==> src/rtl/bean_pool_pkg.sv <==
// Shared types and constants for the obstacle ("bean") pool of the runner game.
package bean_pkg;

  localparam int POS_W    = 12;
  localparam int SCREEN_W = 640;
  localparam int SCREEN_H = 480;

  // Vertical bands in which each obstacle type is drawn (end exclusive).
  localparam int FLOOR_Y0_DEF = SCREEN_H - 80;
  localparam int FLOOR_Y1_DEF = SCREEN_H - 40;
  localparam int FLY_Y0_DEF   = 330;
  localparam int FLY_Y1_DEF   = 360;

  typedef enum logic {
    TYPE_FLOOR = 1'b0,
    TYPE_FLY   = 1'b1
  } bean_type_t;

  // Slot index width, kept at least one bit so a single-slot pool still elaborates.
  function automatic int slot_w(input int n);
    return (n > 1) ? $clog2(n) : 1;
  endfunction

endpackage

==> src/rtl/bean_pool_if.sv <==
// Game-side bundle of the bean pool: scroll/collision controls, pixel query and status.
interface bean_pool_if #(
  parameter int N_SLOTS = 4,
  parameter int POS_W   = bean_pkg::POS_W
);
  localparam int SLOT_W = bean_pkg::slot_w(N_SLOTS);
  localparam int CNT_W  = $clog2(N_SLOTS + 1);

  // No backpressure anywhere: shift_tick and hit_in are single-cycle pulses taken on
  // the edge they are high; x/y are sampled every edge and their answer
  // (bean/bean_type/bean_slot) is valid for exactly the following cycle.
  logic                            shift_tick;
  logic                            hit_in;
  logic [9:0]                      x;
  logic [9:0]                      y;
  logic                            bean;
  logic                            bean_type;
  logic [SLOT_W-1:0]               bean_slot;
  logic                            frozen;
  logic                            spawn_strobe;
  logic [CNT_W-1:0]                active_count;
  logic [N_SLOTS-1:0]              dbg_active;
  logic [N_SLOTS-1:0][POS_W-1:0]   dbg_pos;
  logic [POS_W-1:0]                dbg_rand_pos;

  modport master (
    output shift_tick, hit_in, x, y,
    input  bean, bean_type, bean_slot, frozen, spawn_strobe, active_count,
           dbg_active, dbg_pos, dbg_rand_pos
  );

  modport slave (
    input  shift_tick, hit_in, x, y,
    output bean, bean_type, bean_slot, frozen, spawn_strobe, active_count,
           dbg_active, dbg_pos, dbg_rand_pos
  );

endinterface

==> src/rtl/bean_pool_lfsr.sv <==
// Spawn randomness: a free-running x-position counter and a 16-bit Galois LFSR for the type.
module bean_lfsr
  import bean_pkg::*;
#(
  parameter int          POS_W     = bean_pkg::POS_W,
  parameter int          RAND_MIN  = SCREEN_W,
  parameter int          RAND_MAX  = 790,
  parameter int          RAND_STEP = 5,
  parameter logic [15:0] LFSR_SEED = 16'hACE1
) (
  input  logic                    clk_rand,
  input  logic                    reset,
  output logic signed [POS_W-1:0] rand_pos,
  output bean_type_t              rand_type
);

  typedef logic signed [POS_W-1:0] pos_t;

  localparam pos_t        RMIN_P  = pos_t'(RAND_MIN);
  localparam pos_t        RMAX_P  = pos_t'(RAND_MAX);
  localparam pos_t        RSTEP_P = pos_t'(RAND_STEP);
  // Taps 16,14,13,11 in right-shifting Galois form.
  localparam logic [15:0] TAPS    = 16'hB400;

  logic [15:0] lfsr_q;

  always_ff @(posedge clk_rand) begin
    if (reset) begin
      lfsr_q   <= LFSR_SEED;
      rand_pos <= RMIN_P;
    end else begin
      lfsr_q   <= (lfsr_q >> 1) ^ (lfsr_q[0] ? TAPS : 16'h0000);
      rand_pos <= (rand_pos >= RMAX_P) ? RMIN_P : rand_pos + RSTEP_P;
    end
  end

  assign rand_type = bean_type_t'(lfsr_q[0]);

endmodule

==> src/rtl/bean_pool.sv <==
// Obstacle pool: scrolls N_SLOTS beans left on shift_tick, recycles off-screen slots
// into new spawns, freezes on collision and answers registered per-pixel queries.
module bean_pool
  import bean_pkg::*;
#(
  parameter int          N_SLOTS      = 4,
  parameter int          POS_W        = bean_pkg::POS_W,
  parameter int          SHIFT        = 5,
  parameter int          BEAN_W       = 20,
  parameter int          START_X      = 750,
  parameter int          SPAWN_THRESH = 440,
  parameter int          RAND_MIN     = SCREEN_W,
  parameter int          RAND_MAX     = 790,
  parameter int          RAND_STEP    = 5,
  parameter int          FLOOR_Y0     = FLOOR_Y0_DEF,
  parameter int          FLOOR_Y1     = FLOOR_Y1_DEF,
  parameter int          FLY_Y0       = FLY_Y0_DEF,
  parameter int          FLY_Y1       = FLY_Y1_DEF,
  parameter logic [15:0] LFSR_SEED    = 16'hACE1
) (
  input  logic        clk_rand,
  input  logic        reset,
  bean_pool_if.slave  bus
);

  localparam int SLOT_W = slot_w(N_SLOTS);
  localparam int CNT_W  = $clog2(N_SLOTS + 1);

  typedef logic signed [POS_W-1:0] pos_t;

  localparam pos_t       SHIFT_P    = pos_t'(SHIFT);
  localparam pos_t       BEAN_W_P   = pos_t'(BEAN_W);
  localparam pos_t       GONE_P     = pos_t'(-BEAN_W);
  localparam pos_t       START_P    = pos_t'(START_X);
  localparam pos_t       THRESH_P   = pos_t'(SPAWN_THRESH);
  localparam logic [9:0] FLOOR_Y0_P = 10'(FLOOR_Y0);
  localparam logic [9:0] FLOOR_Y1_P = 10'(FLOOR_Y1);
  localparam logic [9:0] FLY_Y0_P   = 10'(FLY_Y0);
  localparam logic [9:0] FLY_Y1_P   = 10'(FLY_Y1);

  pos_t               pos_q [N_SLOTS];
  pos_t               pos_d [N_SLOTS];
  bean_type_t         typ_q [N_SLOTS];
  bean_type_t         typ_d [N_SLOTS];
  logic [N_SLOTS-1:0] act_q, act_d;
  pos_t               furthest_q, furthest_d;
  logic               frozen_q;
  logic               strobe_q, strobe_d;
  logic [CNT_W-1:0]   cnt_q, cnt_d;
  logic               bean_q, bean_d;
  bean_type_t         btype_q, btype_d;
  logic [SLOT_W-1:0]  bslot_q, bslot_d;
  logic               tick;
  logic               spawn_ok;
  logic               taken;
  pos_t               x_pos;
  pos_t               rand_pos;
  bean_type_t         rand_type;

  bean_lfsr #(
    .POS_W     (POS_W),
    .RAND_MIN  (RAND_MIN),
    .RAND_MAX  (RAND_MAX),
    .RAND_STEP (RAND_STEP),
    .LFSR_SEED (LFSR_SEED)
  ) u_lfsr (
    .clk_rand  (clk_rand),
    .reset     (reset),
    .rand_pos  (rand_pos),
    .rand_type (rand_type)
  );

  function automatic logic in_band(input bean_type_t t, input logic [9:0] yy);
    if (t == TYPE_FLY) return (yy >= FLY_Y0_P) && (yy < FLY_Y1_P);
    return (yy >= FLOOR_Y0_P) && (yy < FLOOR_Y1_P);
  endfunction

  // A collision in the same cycle as a tick wins: the tick is dropped.
  assign tick = bus.shift_tick && !frozen_q && !bus.hit_in;

  always_comb begin
    pos_d      = pos_q;
    typ_d      = typ_q;
    act_d      = act_q;
    furthest_d = furthest_q;
    strobe_d   = 1'b0;
    spawn_ok   = 1'b0;
    taken      = 1'b0;
    cnt_d      = '0;
    if (tick) begin
      for (int i = 0; i < N_SLOTS; i++) begin
        if (act_q[i]) begin
          pos_d[i] = pos_q[i] - SHIFT_P;
          if (pos_d[i] < GONE_P) act_d[i] = 1'b0;
        end
      end
      furthest_d = (furthest_q >= SHIFT_P) ? furthest_q - SHIFT_P : '0;
      spawn_ok   = (furthest_d <= THRESH_P);
    end
    // Slots freed by this very tick are already visible in act_d.
    for (int i = 0; i < N_SLOTS; i++) begin
      if (spawn_ok && !taken && !act_d[i]) begin
        taken    = 1'b1;
        pos_d[i] = rand_pos;
        typ_d[i] = rand_type;
        act_d[i] = 1'b1;
      end
    end
    if (taken) begin
      furthest_d = rand_pos;
      strobe_d   = 1'b1;
    end
    for (int i = 0; i < N_SLOTS; i++) cnt_d = cnt_d + CNT_W'(act_d[i]);
  end

  always_comb begin
    bean_d  = 1'b0;
    btype_d = TYPE_FLOOR;
    bslot_d = '0;
    x_pos   = pos_t'(bus.x);
    // Walk downwards so the lowest-index hit is the one that sticks.
    for (int i = N_SLOTS - 1; i >= 0; i--) begin
      if (act_q[i] && (pos_q[i] <= x_pos) && (x_pos < pos_q[i] + BEAN_W_P) &&
          in_band(typ_q[i], bus.y)) begin
        bean_d  = 1'b1;
        btype_d = typ_q[i];
        bslot_d = SLOT_W'(i);
      end
    end
  end

  always_ff @(posedge clk_rand) begin
    if (reset) begin
      for (int i = 0; i < N_SLOTS; i++) begin
        pos_q[i] <= (i == 0) ? START_P : '0;
        typ_q[i] <= TYPE_FLOOR;
      end
      act_q      <= N_SLOTS'(1);
      furthest_q <= START_P;
      frozen_q   <= 1'b0;
      strobe_q   <= 1'b0;
      cnt_q      <= CNT_W'(1);
      bean_q     <= 1'b0;
      btype_q    <= TYPE_FLOOR;
      bslot_q    <= '0;
    end else begin
      pos_q      <= pos_d;
      typ_q      <= typ_d;
      act_q      <= act_d;
      furthest_q <= furthest_d;
      frozen_q   <= frozen_q | bus.hit_in;
      strobe_q   <= strobe_d;
      cnt_q      <= cnt_d;
      bean_q     <= bean_d;
      btype_q    <= btype_d;
      bslot_q    <= bslot_d;
    end
  end

  assign bus.bean         = bean_q;
  assign bus.bean_type    = btype_q;
  assign bus.bean_slot    = bslot_q;
  assign bus.frozen       = frozen_q;
  assign bus.spawn_strobe = strobe_q;
  assign bus.active_count = cnt_q;
  assign bus.dbg_active   = act_q;
  assign bus.dbg_rand_pos = rand_pos;

  for (genvar g = 0; g < N_SLOTS; g++) begin : g_dbg
    assign bus.dbg_pos[g] = pos_q[g];
  end

endmodule

==> src/flat_wrapper.sv <==
// flat-port wrapper written by rule: the top's interface ports become plain ports
module bean_pool_flat import bean_pkg::*;
#(
  parameter int          N_SLOTS      = 4,
  parameter int          POS_W        = bean_pkg::POS_W,
  parameter int          SHIFT        = 5,
  parameter int          BEAN_W       = 20,
  parameter int          START_X      = 750,
  parameter int          SPAWN_THRESH = 440,
  parameter int          RAND_MIN     = SCREEN_W,
  parameter int          RAND_MAX     = 790,
  parameter int          RAND_STEP    = 5,
  parameter int          FLOOR_Y0     = FLOOR_Y0_DEF,
  parameter int          FLOOR_Y1     = FLOOR_Y1_DEF,
  parameter int          FLY_Y0       = FLY_Y0_DEF,
  parameter int          FLY_Y1       = FLY_Y1_DEF,
  parameter logic [15:0] LFSR_SEED    = 16'hACE1
)
  (clk_rand, reset, bus_shift_tick, bus_hit_in, bus_x, bus_y, bus_bean, bus_bean_type, bus_bean_slot, bus_frozen, bus_spawn_strobe, bus_active_count, bus_dbg_active, bus_dbg_pos, bus_dbg_rand_pos);
  bean_pool_if #(.N_SLOTS(N_SLOTS), .POS_W(POS_W)) bus_i ();
  input  logic clk_rand;
  input  logic reset;
  input wire logic [$bits(bus_i.shift_tick)-1:0] bus_shift_tick;
  input wire logic [$bits(bus_i.hit_in)-1:0] bus_hit_in;
  input wire logic [$bits(bus_i.x)-1:0] bus_x;
  input wire logic [$bits(bus_i.y)-1:0] bus_y;
  output wire logic [$bits(bus_i.bean)-1:0] bus_bean;
  output wire logic [$bits(bus_i.bean_type)-1:0] bus_bean_type;
  output wire logic [$bits(bus_i.bean_slot)-1:0] bus_bean_slot;
  output wire logic [$bits(bus_i.frozen)-1:0] bus_frozen;
  output wire logic [$bits(bus_i.spawn_strobe)-1:0] bus_spawn_strobe;
  output wire logic [$bits(bus_i.active_count)-1:0] bus_active_count;
  output wire logic [$bits(bus_i.dbg_active)-1:0] bus_dbg_active;
  output wire logic [$bits(bus_i.dbg_pos)-1:0] bus_dbg_pos;
  output wire logic [$bits(bus_i.dbg_rand_pos)-1:0] bus_dbg_rand_pos;
  assign bus_i.shift_tick = bus_shift_tick;
  assign bus_i.hit_in = bus_hit_in;
  assign bus_i.x = bus_x;
  assign bus_i.y = bus_y;
  assign bus_bean = bus_i.bean;
  assign bus_bean_type = bus_i.bean_type;
  assign bus_bean_slot = bus_i.bean_slot;
  assign bus_frozen = bus_i.frozen;
  assign bus_spawn_strobe = bus_i.spawn_strobe;
  assign bus_active_count = bus_i.active_count;
  assign bus_dbg_active = bus_i.dbg_active;
  assign bus_dbg_pos = bus_i.dbg_pos;
  assign bus_dbg_rand_pos = bus_i.dbg_rand_pos;
  bean_pool #(.N_SLOTS(N_SLOTS), .POS_W(POS_W), .SHIFT(SHIFT), .BEAN_W(BEAN_W), .START_X(START_X), .SPAWN_THRESH(SPAWN_THRESH), .RAND_MIN(RAND_MIN), .RAND_MAX(RAND_MAX), .RAND_STEP(RAND_STEP), .FLOOR_Y0(FLOOR_Y0), .FLOOR_Y1(FLOOR_Y1), .FLY_Y0(FLY_Y0), .FLY_Y1(FLY_Y1), .LFSR_SEED(LFSR_SEED)) u_core (.clk_rand(clk_rand), .reset(reset), .bus(bus_i));
endmodule
==> config.mk <==
export PLATFORM = sky130hd
export DESIGN_NAME = bean_pool_flat
export DESIGN_NICKNAME = d
export VERILOG_FILES = /design/src/rtl/bean_pool_pkg.sv /design/src/rtl/bean_pool_if.sv /design/src/rtl/bean_pool_lfsr.sv /design/src/rtl/bean_pool.sv /design/src/flat_wrapper.sv
export SDC_FILE = /design/constraint.sdc
export NUM_CORES = 1
export LEC_CHECK = 0
export CORE_UTILIZATION = 45
export CTS_BUF_LIST = sky130_fd_sc_hd__clkbuf_4 sky130_fd_sc_hd__clkbuf_8 sky130_fd_sc_hd__clkbuf_16
export CTS_CLUSTER_DIAMETER = 50
export CTS_CLUSTER_SIZE = 12
export DETAILED_ROUTE_END_ITERATION = 12
export PLACE_DENSITY = 0.74
export SETUP_SLACK_MARGIN = 0.05
export SLEW_MARGIN = 20
export SYNTH_ARGS = -nofsm -noshare
export SYNTH_HDL_FRONTEND = slang
export SYNTH_HIERARCHICAL = 1
export SYNTH_SLANG_ARGS = --single-unit
==> constraint.sdc <==
create_clock -name clk_rand -period 4.37 [get_ports clk_rand]
set_input_delay 0.6555 -clock clk_rand [delete_from_list [all_inputs] [get_ports clk_rand]]
set_output_delay 0.6555 -clock clk_rand [all_outputs]
set_load 0.005 [all_outputs]
[After elaboration in Yosys (flattened, before gate mapping)]
Cells that the tools add are included.
Cells by class
  reduce and logical (&&, ||, !) cells: 48
  bitwise gates (word level): 2
  add/subtract/negate cells: 13
  muxes and demuxes: 55
  order comparisons: 19
Operator list (count)
  two-way mux 12 bit: 11
  adder 12 x 6 -> 12 bit (second input constant): 4
  <= comparator 12 x 11 -> 1 bit: 4
  < comparator 11 x 12 -> 1 bit: 4
  < comparator 12 x 6 -> 1 bit (second input constant): 4
  two-way mux 48 bit: 1
  subtractor 12 x 4 -> 12 bit (second input constant): 4
  two-way mux 1 bit: 39
  logical AND 1 bit: 23
  >= comparator 10 x 9 -> 1 bit (second input constant): 2
  < comparator 10 x 9 -> 1 bit (second input constant): 2
  nonzero test 2 bit: 9
  two-way mux 16 bit: 1
  bitwise XOR 15 x 16 -> 16 bit: 1
  adder 12 x 4 -> 12 bit (second input constant): 1
  >= comparator 12 x 11 -> 1 bit (second input constant): 1
  >= comparator 12 x 4 -> 1 bit (second input constant): 1
  <= comparator 12 x 10 -> 1 bit (second input constant): 1
  subtractor 12 x 3 -> 12 bit (second input constant): 1
  zero test 1 bit: 9
  AND reduction 2 bit: 4
  adder 3 x 1 -> 3 bit: 2
  two-way mux 2 bit: 2
  two-way mux 4 bit: 1
  other kinds (4): 5
Storage, ports and cells
  input port bits: 24
  register bits after elaboration: 105
  word-level logic and storage cells: 156
  output and inout port bits: 73

[Depth between registers and ports, before layout]
  depth in word-level cells: 21
  mapped depth: 16
  mapped depth without buffers: 14

[Cells and area by module]
Netlist, hierarchy kept.
Modules (own cells, without submodules)
  bean_pool: cells an instance 979, seq. area each 1541.5 sq um, times used 1, area an instance 7631.1 sq um
  bean_lfsr: cells an instance 97, seq. area each 560.5 sq um, times used 1, area an instance 1007.2 sq um

[Worst setup path before layout]
No wires, ideal clock.
  path kind: reg-to-reg
  start point: register u_core.pos_q, in the netlist u_core/bus.dbg_pos[15]
  end point: register u_core.cnt_q[1], in the netlist u_core/bus.active_count[1]
  buffers on the path: 2
  path slack: 706 ps
  data arrival time: 3537 ps
  setup time: 127 ps
  stages on the path, launching flop included: 17
  required time: 4243 ps
  clock period less this slack: 3664 ps
  path through: dfxtp_1 > clkbuf_1 > inv_1 > ha_1 > nor2b_1 > nand2b_1 > clkbuf_1 > xor2_1 > o31a_1 > a211oi_1 > o31a_1 > nand2_1 > o21bai_1 > fa_1 > ha_1 > ha_1 > nor2b_1
Between the ends
  cells in the longest elaborated chain, start to end: 17
  elaborated cells between the ends (all ways): 21
  classes of those cells: 4 x add/sub; 1 x order compare; 8 x mux; 8 x reduce/logical
Ends and longest elaborated chain
  from (decl): line bean_pool.sv:41  | pos_t pos_q [N_SLOTS];
  from (signal, indexed assignment): line bean_pool.sv:135  | pos_q[i] <= (i == 0) ? START_P : '0;
  from (signal assigned): line bean_pool.sv:147  | pos_q <= pos_d;
  subtractor 12 x 4 -> 12 bit *: line bean_pool.sv:93  | pos_d[i] = pos_q[i] - SHIFT_P;
  < comparator 12 x 6 -> 1 bit *: line bean_pool.sv:94  | if (pos_d[i] < GONE_P) act_d[i] = 1'b0;
  two-way mux 1 bit *: line bean_pool.sv:94
  two-way mux 1 bit *: line bean_pool.sv:92  | if (act_q[i]) begin
  two-way mux 4 bit *: line bean_pool.sv:90  | if (tick) begin
  zero test 1 bit *: line bean_pool.sv:102  | if (spawn_ok && !taken && !act_d[i]) begin
  logical AND 1 bit *: line bean_pool.sv:102
  two-way mux 1 bit *: line bean_pool.sv:102
  zero test 1 bit: line bean_pool.sv:102
  logical AND 1 bit (2 in a row): line bean_pool.sv:102
  two-way mux 1 bit *: line bean_pool.sv:102
  zero test 1 bit *: line bean_pool.sv:102
  logical AND 1 bit * (2 in a row): line bean_pool.sv:102
  two-way mux 1 bit *: line bean_pool.sv:102
  named net u_core.act_d[3]: line bean_pool.sv:45  | logic [N_SLOTS-1:0] act_q, act_d;
  adder 3 x 1 -> 3 bit *: line bean_pool.sv:113  | for (int i = 0; i < N_SLOTS; i++) cnt_d = cnt_d + CNT_W'(act_d[i]);
  named net u_core.cnt_d[1]: line bean_pool.sv:49  | logic [CNT_W-1:0] cnt_q, cnt_d;
  to (signal assigned): line bean_pool.sv:153  | cnt_q <= cnt_d;
  to (decl): line bean_pool.sv:49
Mark *: on every way through the listed nets, which the timed path passes. The rest lies on a longest branch.
A chain may end at the register's enable or synchronous reset.

[Worst setup path in the final report]
  start point: register u_core.pos_q, in the netlist u_core/bus.dbg_pos[12]
  end point: register u_core.cnt_q[1], in the netlist u_core/bus.active_count[1]
The elaborated chain is that of the path after synthesis.

==> flow_metrics.tcl <==
set metrics [dict create \
    busiest_layer "met2" \
    grt_max_degree 34 \
    syn-instance-count 1076 \
    final_cell_mix "113 x nor2_1, 105 x dfxtp_1, 98 x ha_1" \
    synth_edf_count 0 \
    cts_tree "yes" \
    die-area_sq_um 19800 \
    antenna_found_initial 0 \
    cts_num_sinks 105 \
    synthToLayoutAreaGrowth_pct 17.7 \
    post-cts-setup-buffers 0 \
    diodes 0 \
    ant_nets 0 \
    grt_pass1_vias 7610 \
    crit_arrival_ns 4.16 \
    hold_buffers 0 \
    met1_usage_pct 35.7 \
    setup_slack_ns 0.453 \
    crit_required_ns 4.61 \
    setup_viol_count_final 0 \
    cts-root-buf "clkbuf_16" \
    status "completed" \
    syn_avg_cell_area_sq_um 8.03 \
    cts_max_path_buffers 2 \
    viasPerCell 6.04 \
    via_count 8461 \
    ys_warn_count 6 \
    criticalPathCategory "reg -> reg" \
    grt_pass1_wl_um 41000 \
    synthesis.area_sq_um 8640 \
    clkTransAtPathRegs_ns 0.08 \
    start_util_pct 46.0 \
    ys_seq_elements 105 \
    portBuffers 95 \
    peakVddDrop_mv 0.176 \
    overflow 0 \
    rows 50 \
    slew_headroom_pct 44.6 \
    final_common_cell "nor2_1" \
    drt-pass1-iter-count 7 \
    cts_made_buffers 9 \
    routabilityCongestion 0.921 \
    nNetsFinal 1285 \
    die_x_um 141 \
    cts_resized 0 \
    wl_per_cell_um 18.9 \
    rsz0062_at_grt "no" \
    cap_violations 0 \
    total_leakage_power_uw 0.00413 \
    cp-end-kind "flip-flop" \
    core_sq_um 18800 \
    max_slew.worst_pin.slew_ns 0.829 \
    hold_viol 0 \
    synth-main-ff-cell "dfxtp_1" \
    fillCellCount 1780 \
    drive_gt1_share_pct 7.54 \
    finalMaxSlewViolations 0 \
    fin_util_pct 54.2 \
    io_pins 97 \
    grt_usage_pct 26.7 \
    yosysSeqAreaShare_pct 24.3 \
    use_met2_pct 42.4 \
    dp_slack_ns 0.503 \
    fin_setup_tns_ns 0 \
    ys_async_sr_fraction_pct 0 \
    crit_fanout 7 \
    clock_latency_ns 0.36 \
    synth.distinct_cells 89 \
    p_per_area_nw_per_um2 227 \
    place_hpwl_um 18900 \
    fmax_ghz 0.255 \
    period_share_pct 89.6 \
    met3_usage_pct 4.48 \
    finalCriticalPeriod_ns 3.92 \
    clock_skew_ns 0.00719 \
    die_y_um 141 \
    drt_iter0_markers 781 \
    syn-num-nets 1199 \
    drcViolationCount 0 \
    routed_wl_um 26500 \
    worst_setup_path_start_kind "flip-flop" \
    cts_max_level 3 \
    hold_class "reg -> reg" \
]
-- layout make-up --
class / instances / area (sq um) / area share (%)
clock buffer: 10 / 239 / 2.35
clock inverter: 6 / 73.8 / 0.726
inverter: 53 / 199 / 1.96
multi-input combinational: 864 / 6060 / 59.6
sequential: 105 / 2100 / 20.7
tap: 234 / 293 / 2.88
timing repair buffer: 129 / 1200 / 11.8
-- path summary, 6_finish.rpt --
kind / startpoint / endpoint / slack, ns / depth (start not counted)
hold reg to reg: u_core/u_lfsr/lfsr_q[6] / u_core/u_lfsr/lfsr_q[5] / 0.41 / 1
hold / removal: u_core/u_lfsr/lfsr_q[6] / u_core/u_lfsr/lfsr_q[5] / 0.41 / 1
setup / recovery: u_core/bus.dbg_pos[12] / u_core/bus.active_count[1] / 0.45 / 14
setup reg to reg: u_core/bus.dbg_pos[12] / u_core/bus.active_count[1] / 0.45 / 14
-- power breakdown --
part | switching, uW | total (uW) | internal (uW)
Clock | 403 | 871 | 468
Sequential | 62.9 | 1050 | 986
Combinational | 213 | 392 | 179
Total | 679 | 2310 | 1630
-- registers in the layout (all words and copies together) (netlist names), 2 cells and up --
name                     flops
u_core/bus.dbg_pos          48
u_core/u_lfsr/lfsr_q        16
u_core/furthest_q           12
u_core/u_lfsr/rand_pos      12
u_core/bus.dbg_active        4
u_core/typ_q                 4
u_core/bus.active_count      3
u_core/bus.bean_slot         2
-- through the flow --
| step | hold slack, ns | std cells | area (sq um) | power (uW) |
|---|---|---|---|---|
| 2_1_floorplan | 0.389 | 1076 | 8640 | 1290 |
| 3_3_place_gp | 0.395 | 1385 | 9850 | 1440 |
| 3_5_place_dp | 0.393 | 1385 | 9850 | 1450 |
| 4_1_cts | 0.410 | 1401 | 10200 | 2320 |
| 5_1_grt | 0.427 | 1401 | 10200 | 2400 |
| 6_report | 0.411 | 1401 | 10200 | 2310 |
-- metal layers --
layer / vias up / routed length (um)
met5: - / 0
met4: 0 / 856
met3: 54 / 2370
met2: 360 / 11900
met1: 3998 / 11400
li1: 4049 / -
-- critical path, cell delays in order (launching register included) --
cell and delay [ns]:
dfxtp_1 0.49, inv_1 0.11, ha_1 0.26, nor2b_1 0.19, nand2b_1 0.31, xor2_1 0.12
o31a_1 0.24, a211oi_1 0.35, o31a_1 0.25, nand2_1 0.13, o21bai_1 0.28, fa_1 0.46
ha_1 0.21, ha_1 0.26, nor2b_1 0.13
-- synthesized netlist by cell type (all sizes together), types with 5 or more instances --
cell type / n / share of area (%)
and3: 14 / 1.0
nand4: 15 / 1.2
xnor2: 37 / 3.8
nor2b: 14 / 1.0
xor2: 47 / 4.8
and2: 11 / 0.85
a32o: 5 / 0.58
o21ai: 71 / 4.3
a31oi: 6 / 0.61
dfxtp: 105 / 24
nor4: 8 / 0.65
a21o: 9 / 0.78
or3: 15 / 1.2
o21a: 12 / 1.0
buf: 18 / 1.7
nand3: 42 / 2.4
o2111ai: 9 / 0.91
clkbuf: 36 / 1.6
a21oi: 66 / 3.9
nand2: 71 / 3.1
nor2: 115 / 5.2
o22ai: 5 / 0.36
ha: 98 / 14
nand2b: 18 / 1.3
a221oi: 5 / 0.51
inv: 53 / 2.3
nor3: 30 / 1.9
a211oi: 19 / 1.7
mux2i: 27 / 3.1
a211o: 5 / 0.51
or2: 11 / 0.80
a221o: 5 / 0.58
-- logic make-up (layout without fill, tap and decap cells) --
logic type / count (synthesis) / count (layout) / share of synthesized area, %
xor+xnor: 84 / 84 / 8.52
fa+ha+maj: 99 / 99 / 14.4
mux: 30 / 30 / 3.52
simple gates: 383 / 383 / 22.5
flops: 105 / 105 / 24.3
compound gates: 268 / 268 / 21.1
buf+inv: 107 / 198 / 5.55
Power figures use the tool's default switching activity.
